File: src/rtl/bi_codec_seg_if.sv
// Handshake, payload and statistics bundle of the segmented bus-invert codec.
// The codec side uses the slave modport; the datapath/bench side uses master.
interface bi_codec_seg_if #(
  parameter int unsigned WIDTH    = 8,
  parameter int unsigned SEGMENTS = 1,
  parameter int unsigned CNT_W    = 16
);
  logic                mode;
  logic                in_valid;
  logic                in_ready;
  logic [WIDTH-1:0]    in_data;
  logic [SEGMENTS-1:0] in_inv;
  logic                out_valid;
  logic                out_ready;
  logic [WIDTH-1:0]    out_data;
  logic [SEGMENTS-1:0] out_inv;
  logic                stat_clear;
  logic [CNT_W-1:0]    trans_raw;
  logic [CNT_W-1:0]    trans_coded;

  modport master (
    output mode, in_valid, in_data, in_inv, out_ready, stat_clear,
    input  in_ready, out_valid, out_data, out_inv, trans_raw, trans_coded
  );

  modport slave (
    input  mode, in_valid, in_data, in_inv, out_ready, stat_clear,
    output in_ready, out_valid, out_data, out_inv, trans_raw, trans_coded
  );
endinterface

File: src/rtl/bi_codec_seg.sv
// Segmented bus-invert encoder/decoder with internal bus history, one-deep
// output register and saturating raw/coded transition statistics.
module bi_codec_seg #(
  parameter int unsigned WIDTH    = 8,
  parameter int unsigned SEGMENTS = 1,
  parameter int unsigned CNT_W    = 16
) (
  input  logic           clk,
  input  logic           rst,
  bi_codec_seg_if.slave  bus
);

  localparam int unsigned SW   = WIDTH / SEGMENTS;
  localparam int unsigned IW   = $clog2(WIDTH + SEGMENTS + 1);
  localparam int unsigned HW   = $clog2(SW + 2) + 1;
  localparam int unsigned SUMW = ((CNT_W > IW) ? CNT_W : IW) + 1;
  localparam logic [CNT_W-1:0] CNT_MAX = {CNT_W{1'b1}};

  if ((WIDTH % SEGMENTS) != 0) begin : g_bad_split
    $error("bi_codec_seg: WIDTH must be a multiple of SEGMENTS");
  end

  logic                r_out_valid;
  logic [WIDTH-1:0]    r_out_data;
  logic [SEGMENTS-1:0] r_out_inv;
  logic [WIDTH-1:0]    r_bus_q;
  logic [SEGMENTS-1:0] r_inv_q;
  logic [WIDTH-1:0]    r_raw_q;
  logic [CNT_W-1:0]    r_trans_raw;
  logic [CNT_W-1:0]    r_trans_coded;

  logic                w_accept;
  logic [WIDTH-1:0]    w_diff;
  logic [HW-1:0]       w_hd;
  logic [HW-1:0]       w_cost_keep;
  logic [HW-1:0]       w_cost_inv;
  logic [WIDTH-1:0]    w_enc_data;
  logic [SEGMENTS-1:0] w_enc_inv;
  logic [WIDTH-1:0]    w_dec_data;
  logic [WIDTH-1:0]    w_raw;
  logic [WIDTH-1:0]    w_coded;
  logic [SEGMENTS-1:0] w_inv;
  logic [IW-1:0]       w_inc_raw;
  logic [IW-1:0]       w_inc_coded;
  logic [SUMW-1:0]     w_sum_raw;
  logic [SUMW-1:0]     w_sum_coded;
  logic [CNT_W-1:0]    w_nxt_raw;
  logic [CNT_W-1:0]    w_nxt_coded;

  function automatic logic [IW-1:0] f_popcnt(input logic [WIDTH+SEGMENTS-1:0] v);
    logic [IW-1:0] cnt;
    cnt = '0;
    for (int i = 0; i < int'(WIDTH + SEGMENTS); i++) begin
      cnt = cnt + IW'(v[i]);
    end
    return cnt;
  endfunction

  assign w_accept = bus.in_valid && bus.in_ready;
  assign w_diff   = bus.in_data ^ r_bus_q;

  // Per-segment invert decision; the invert line's own toggle is part of each cost.
  always_comb begin
    w_hd        = '0;
    w_cost_keep = '0;
    w_cost_inv  = '0;
    w_enc_data  = '0;
    w_enc_inv   = '0;
    w_dec_data  = '0;
    for (int k = 0; k < int'(SEGMENTS); k++) begin
      w_hd = '0;
      for (int j = 0; j < int'(SW); j++) begin
        w_hd = w_hd + HW'(w_diff[k*SW + j]);
      end
      w_cost_keep  = w_hd + HW'(r_inv_q[k]);
      w_cost_inv   = HW'(SW) - w_hd + HW'(!r_inv_q[k]);
      w_enc_inv[k] = (w_cost_inv < w_cost_keep);
      w_enc_data[k*SW +: SW] = bus.in_data[k*SW +: SW] ^ {SW{w_enc_inv[k]}};
      w_dec_data[k*SW +: SW] = bus.in_data[k*SW +: SW] ^ {SW{bus.in_inv[k]}};
    end
  end

  assign w_raw   = bus.mode ? w_dec_data  : bus.in_data;
  assign w_coded = bus.mode ? bus.in_data : w_enc_data;
  assign w_inv   = bus.mode ? bus.in_inv  : w_enc_inv;

  assign w_inc_raw   = f_popcnt({w_raw ^ r_raw_q, {SEGMENTS{1'b0}}});
  assign w_inc_coded = f_popcnt({w_coded ^ r_bus_q, w_inv ^ r_inv_q});

  // Saturation is judged on the widened sum so the counter never wraps.
  assign w_sum_raw   = SUMW'(r_trans_raw)   + SUMW'(w_inc_raw);
  assign w_sum_coded = SUMW'(r_trans_coded) + SUMW'(w_inc_coded);
  assign w_nxt_raw   = (w_sum_raw   > SUMW'(CNT_MAX)) ? CNT_MAX : w_sum_raw[CNT_W-1:0];
  assign w_nxt_coded = (w_sum_coded > SUMW'(CNT_MAX)) ? CNT_MAX : w_sum_coded[CNT_W-1:0];

  always_ff @(posedge clk) begin
    if (rst) begin
      r_out_valid   <= 1'b0;
      r_out_data    <= '0;
      r_out_inv     <= '0;
      r_bus_q       <= '0;
      r_inv_q       <= '0;
      r_raw_q       <= '0;
      r_trans_raw   <= '0;
      r_trans_coded <= '0;
    end else begin
      if (w_accept) begin
        r_out_valid <= 1'b1;
        r_out_data  <= bus.mode ? w_dec_data : w_enc_data;
        r_out_inv   <= w_inv;
        r_bus_q     <= w_coded;
        r_inv_q     <= w_inv;
        r_raw_q     <= w_raw;
      end else if (bus.out_ready) begin
        r_out_valid <= 1'b0;
      end
      // Clear beats a coincident increment; history above still advances.
      if (bus.stat_clear) begin
        r_trans_raw   <= '0;
        r_trans_coded <= '0;
      end else if (w_accept) begin
        r_trans_raw   <= w_nxt_raw;
        r_trans_coded <= w_nxt_coded;
      end
    end
  end

  assign bus.in_ready    = !r_out_valid || bus.out_ready;
  assign bus.out_valid   = r_out_valid;
  assign bus.out_data    = r_out_data;
  assign bus.out_inv     = r_out_inv;
  assign bus.trans_raw   = r_trans_raw;
  assign bus.trans_coded = r_trans_coded;

endmodule

File: src/flat_wrapper.sv
// flat-port wrapper written by rule: the top's interface ports become plain ports
module bi_codec_seg_flat 
#(
  parameter int unsigned WIDTH    = 8,
  parameter int unsigned SEGMENTS = 1,
  parameter int unsigned CNT_W    = 16
)
  (clk, rst, bus_mode, bus_in_valid, bus_in_data, bus_in_inv, bus_out_ready, bus_stat_clear, bus_in_ready, bus_out_valid, bus_out_data, bus_out_inv, bus_trans_raw, bus_trans_coded);
  bi_codec_seg_if #(.WIDTH(WIDTH), .SEGMENTS(SEGMENTS), .CNT_W(CNT_W)) bus_i ();
  input  logic clk;
  input  logic rst;
  input wire logic [$bits(bus_i.mode)-1:0] bus_mode;
  input wire logic [$bits(bus_i.in_valid)-1:0] bus_in_valid;
  input wire logic [$bits(bus_i.in_data)-1:0] bus_in_data;
  input wire logic [$bits(bus_i.in_inv)-1:0] bus_in_inv;
  input wire logic [$bits(bus_i.out_ready)-1:0] bus_out_ready;
  input wire logic [$bits(bus_i.stat_clear)-1:0] bus_stat_clear;
  output wire logic [$bits(bus_i.in_ready)-1:0] bus_in_ready;
  output wire logic [$bits(bus_i.out_valid)-1:0] bus_out_valid;
  output wire logic [$bits(bus_i.out_data)-1:0] bus_out_data;
  output wire logic [$bits(bus_i.out_inv)-1:0] bus_out_inv;
  output wire logic [$bits(bus_i.trans_raw)-1:0] bus_trans_raw;
  output wire logic [$bits(bus_i.trans_coded)-1:0] bus_trans_coded;
  assign bus_i.mode = bus_mode;
  assign bus_i.in_valid = bus_in_valid;
  assign bus_i.in_data = bus_in_data;
  assign bus_i.in_inv = bus_in_inv;
  assign bus_i.out_ready = bus_out_ready;
  assign bus_i.stat_clear = bus_stat_clear;
  assign bus_in_ready = bus_i.in_ready;
  assign bus_out_valid = bus_i.out_valid;
  assign bus_out_data = bus_i.out_data;
  assign bus_out_inv = bus_i.out_inv;
  assign bus_trans_raw = bus_i.trans_raw;
  assign bus_trans_coded = bus_i.trans_coded;
  bi_codec_seg #(.WIDTH(WIDTH), .SEGMENTS(SEGMENTS), .CNT_W(CNT_W)) u_core (.clk(clk), .rst(rst), .bus(bus_i));
endmodule
File: config.mk
export PLATFORM = sky130hd
export DESIGN_NAME = bi_codec_seg_flat
export DESIGN_NICKNAME = d
export VERILOG_FILES = /design/src/rtl/bi_codec_seg_if.sv /design/src/rtl/bi_codec_seg.sv /design/src/flat_wrapper.sv
export SDC_FILE = /design/constraint.sdc
export NUM_CORES = 1
export LEC_CHECK = 0
export CORE_UTILIZATION = 50
export DETAILED_ROUTE_END_ITERATION = 16
export HOLD_SLACK_MARGIN = 0.03
export PLACE_DENSITY = 0.76
export SYNTH_ARGS = -nofsm -noshare
export SYNTH_HDL_FRONTEND = slang
export SYNTH_SLANG_ARGS = --single-unit
File: constraint.sdc
create_clock -name clk -period 10.57 [get_ports clk]
set_clock_uncertainty 0.1 [all_clocks]
set_input_delay 2.114 -clock clk [delete_from_list [all_inputs] [get_ports clk]]
set_output_delay 2.114 -clock clk [all_outputs]
set_load 0.005 [all_outputs]
==> flow_summary.json <==
{
  "wl_um": 9260,
  "crit_top_cell": "fa_1",
  "ios": 58,
  "overflow": 0,
  "reg2reg_depth": 32,
  "h-tree-depth": 3,
  "yosysTopAreaCellShare": 0.296,
  "final_cell_mix": "dfxtp_1 (58), clkdlybuf4s50_1 (54), xnor2_1 (30), nor2_1 (30), buf_4 (30)",
  "grt_pass1_wl_um": 15100,
  "clock_sinks": 58,
  "worstSetupPathType": "in2reg",
  "track_usage": 0.230,
  "hold_viol": 0,
  "drive_above_1_share": 0.173,
  "nNetsFinal": 566,
  "cp_slowest_cell": "fa_1",
  "die_w_um": 90.6,
  "fin_crit_ns": 10.36,
  "yosys.area_share.simple": 0.212,
  "die_height_um": 90.6,
  "viasPerCell": 5.56,
  "cts_buffer_depth": 2,
  "synth-edff-count": 0,
  "seq_area_um2": 1160,
  "worstMarginPinSlew_ns": 0.774,
  "first_iter_violations": 165,
  "critPathMaxFanout": 4,
  "core_area_um2": 7410,
  "fin_util": 0.686,
  "first_global_vias": 3220,
  "cts-root-buf": "clkbuf_8",
  "diodes": 0,
  "numCtsBuffers": 9,
  "num_rows": 31,
  "post_cts_buffers": 0,
  "synth_xor_area_frac": 0.120,
  "synth_compound_area_frac": 0.156,
  "cp.arrival_ns": 10.52,
  "syn_avg_cell_area_um2": 9.09,
  "syn_area_um2": 3930,
  "setup_viol": 0,
  "worstSkewPairLatency_ns": 0.34,
  "cp-end-kind": "flip-flop",
  "cts_tree": "built",
  "min_to": "u_core.bus.out_data[0]$_SDFFE_PP0P_",
  "start_kind": "input pin",
  "cap_violations": 0,
  "firstDrtPassIters": 4,
  "required_ns": 10.73,
  "synth.area.top_cells": "dfxtp_1 (30%), ha_1 (8.3%), fa_1 (7.6%), xnor2_1 (7.1%), xor2_1 (4.9%)",
  "grt_max_degree": 48,
  "fill_cells": 594,
  "yosysSeqAreaShare": 0.296,
  "drv_slew": 0,
  "synthMuxAreaShare": 0.00255,
  "initial_utilization": 0.530,
  "path_clk_slew_ns": 0.06,
  "synthDistinctLibCells": 54,
  "max_freq_ghz": 0.0966,
  "io_buffers": 57,
  "die-area_um2": 8210,
  "synth_nets": 488,
  "wl_per_cell_um": 15.1,
  "synth_adder_area_share": 0.159,
  "fin_crit_sh": 0.980,
  "rrSetupSlack_ns": 1.86,
  "synth_async_sr_flop_share": 0,
  "final_antenna_net_count": 0,
  "status": "finished, final reports clean",
  "drc": 0,
  "slew_headroom": 0.483,
  "ys_ff_latch": 58,
  "synth_top_area_cell": "dfxtp_1",
  "hold_path.class": "reg2reg",
  "area_growth_pct": 29.4,
  "worstReg2RegEnd": "u_core.bus.trans_coded[11]$_SDFFE_PP0P_",
  "yosysWarnings": 0,
  "rr_startpoint": "u_core.r_bus_q[0]$_SDFFE_PP0P_",
  "synth_ff_type": "dfxtp_1",
  "hold_path_depth": 2,
  "antenna_found_initial": 0,
  "slowest_delay_ns": 0.58,
  "synth_top_family_by_area": "simple AND/OR/NAND/NOR gates",
  "hold_slack_ns": 0.389,
  "final_common_cell": "dfxtp_1",
  "min-delay-start": "u_core.bus.out_data[0]$_SDFFE_PP0P_",
  "rsz0062_at_grt": "true",
  "routed-via-count": 3411,
  "place.gp.congestion": 0.822,
  "hpwlAfterDp_um": 6600,
  "netlist_instances": 432,
  "multiInputGateArea_um2": 2680
}
==> worst max path at each step <==
| stage | start | endpoint | slack [ns] | depth (start not counted) |
|---|---|---|---|---|
| 5_1_grt | bus_in_data[0] | u_core.bus.trans_coded[15]$_SDFFE_PP0P_ | -0.07 | 32 |
| 3_5_place_dp | bus_in_data[1] | u_core.bus.trans_coded[13]$_SDFFE_PP0P_ | -0.59 | 32 |
| 4_1_cts | bus_in_data[1] | u_core.bus.trans_coded[3]$_SDFFE_PP0P_ | 0.05 | 32 |
| 6_report | bus_in_data[0] | u_core.bus.trans_coded[11]$_SDFFE_PP0P_ | 0.21 | 33 |
| 2_1_floorplan | bus_in_data[1] | u_core.bus.trans_coded[11]$_SDFFE_PP0P_ | 0.008 | 33 |
| 3_3_place_gp | bus_in_data[1] | u_core.bus.trans_coded[13]$_SDFFE_PP0P_ | -0.39 | 32 |
==> worst max-delay path: cells and delay by family <==
family                   cells  cell delay [ns]
buffers and inverters        7             0.79
AND/OR/NAND/NOR              5             0.74
adder cells (fa/ha/maj)     14             5.50
XOR/XNOR                     3             0.42
AO/OA/AOI/OAI                4             0.93
==> what timing repair did <==
item	4_1_cts	5_1_grt
setup endpoints to repair	16	16
hold buffers	0	0
cloned	0	1
resized for setup	3	29
pin swaps	3	21
hold endpoints to repair	0	0
==> logic make-up after synthesis <==
family | count (synthesis)
AO/OA/AOI/OAI | 88
XOR/XNOR | 54
adder cells (fa/ha/maj) | 41
buffers and inverters | 49
flip-flops | 58
multiplexers | 1
AND/OR/NAND/NOR | 141
==> cell usage after synthesis (all sizes together), types with 2 or more instances <==
cell type / instances
and3: 5
and4: 4
clkbuf: 14
inv: 26
nor3: 9
a211o: 3
or2: 3
nand2b: 3
a21oi: 23
o221a: 4
fa: 15
nand4: 4
nand2: 16
dfxtp: 58
nor3b: 8
nand3: 14
and2: 3
xor2: 22
buf: 9
xnor2: 32
o21a: 6
o21ai: 15
nand3b: 8
nand4b: 9
a211oi: 12
a311oi: 8
nor2: 31
nor2b: 4
ha: 26
or3: 10
a21o: 2
or4: 8
a31oi: 8
==> layer usage <==
layer / up-vias / wire (um) / global-route usage
met5: - / 0 / 0
met4: 0 / 153 / 0.0766
met3: 18 / 417 / 0.0598
met2: 88 / 4590 / 0.375
met1: 1609 / 4090 / 0.294
li1: 1696 / - / -
==> metrics by stage <==
stage | cells | setup WS [ns] | TNS, ns | area (um^2)
2_1_floorplan | 432 | 0.00795 | 0 | 3950
3_3_place_gp | 597 | -0.394 | -5.16 | 4770
3_5_place_dp | 597 | -0.594 | -8.22 | 4770
4_1_cts | 612 | 0.0474 | 0 | 4960
5_1_grt | 613 | -0.0651 | -0.145 | 5080
6_report | 613 | 0.213 | 0 | 5080
==> state kept, by name, summed over array words and instances (netlist names) <==
| register | flops |
|---|---|
| u_core.bus.trans_coded | 16 |
| u_core.bus.trans_raw | 16 |
| u_core.bus.out_data | 8 |
| u_core.r_bus_q | 8 |
| u_core.r_raw_q | 8 |
| u_core.bus.out_inv | 1 |
| u_core.bus.out_valid | 1 |
==> area by class of cell <==
| cell class | instances | share of cell area |
|---|---|---|
| clock inverter | 2 | 0.00197 |
| timing repair buffer | 90 | 0.162 |
| clock buffer | 13 | 0.0352 |
| sequential | 58 | 0.229 |
| tap | 99 | 0.0244 |
| multi-input combinational | 325 | 0.528 |
| inverter | 26 | 0.0192 |
Power is not shown: default switching activity piles up to over one toggle a cycle in this logic, so the estimate is an artifact.
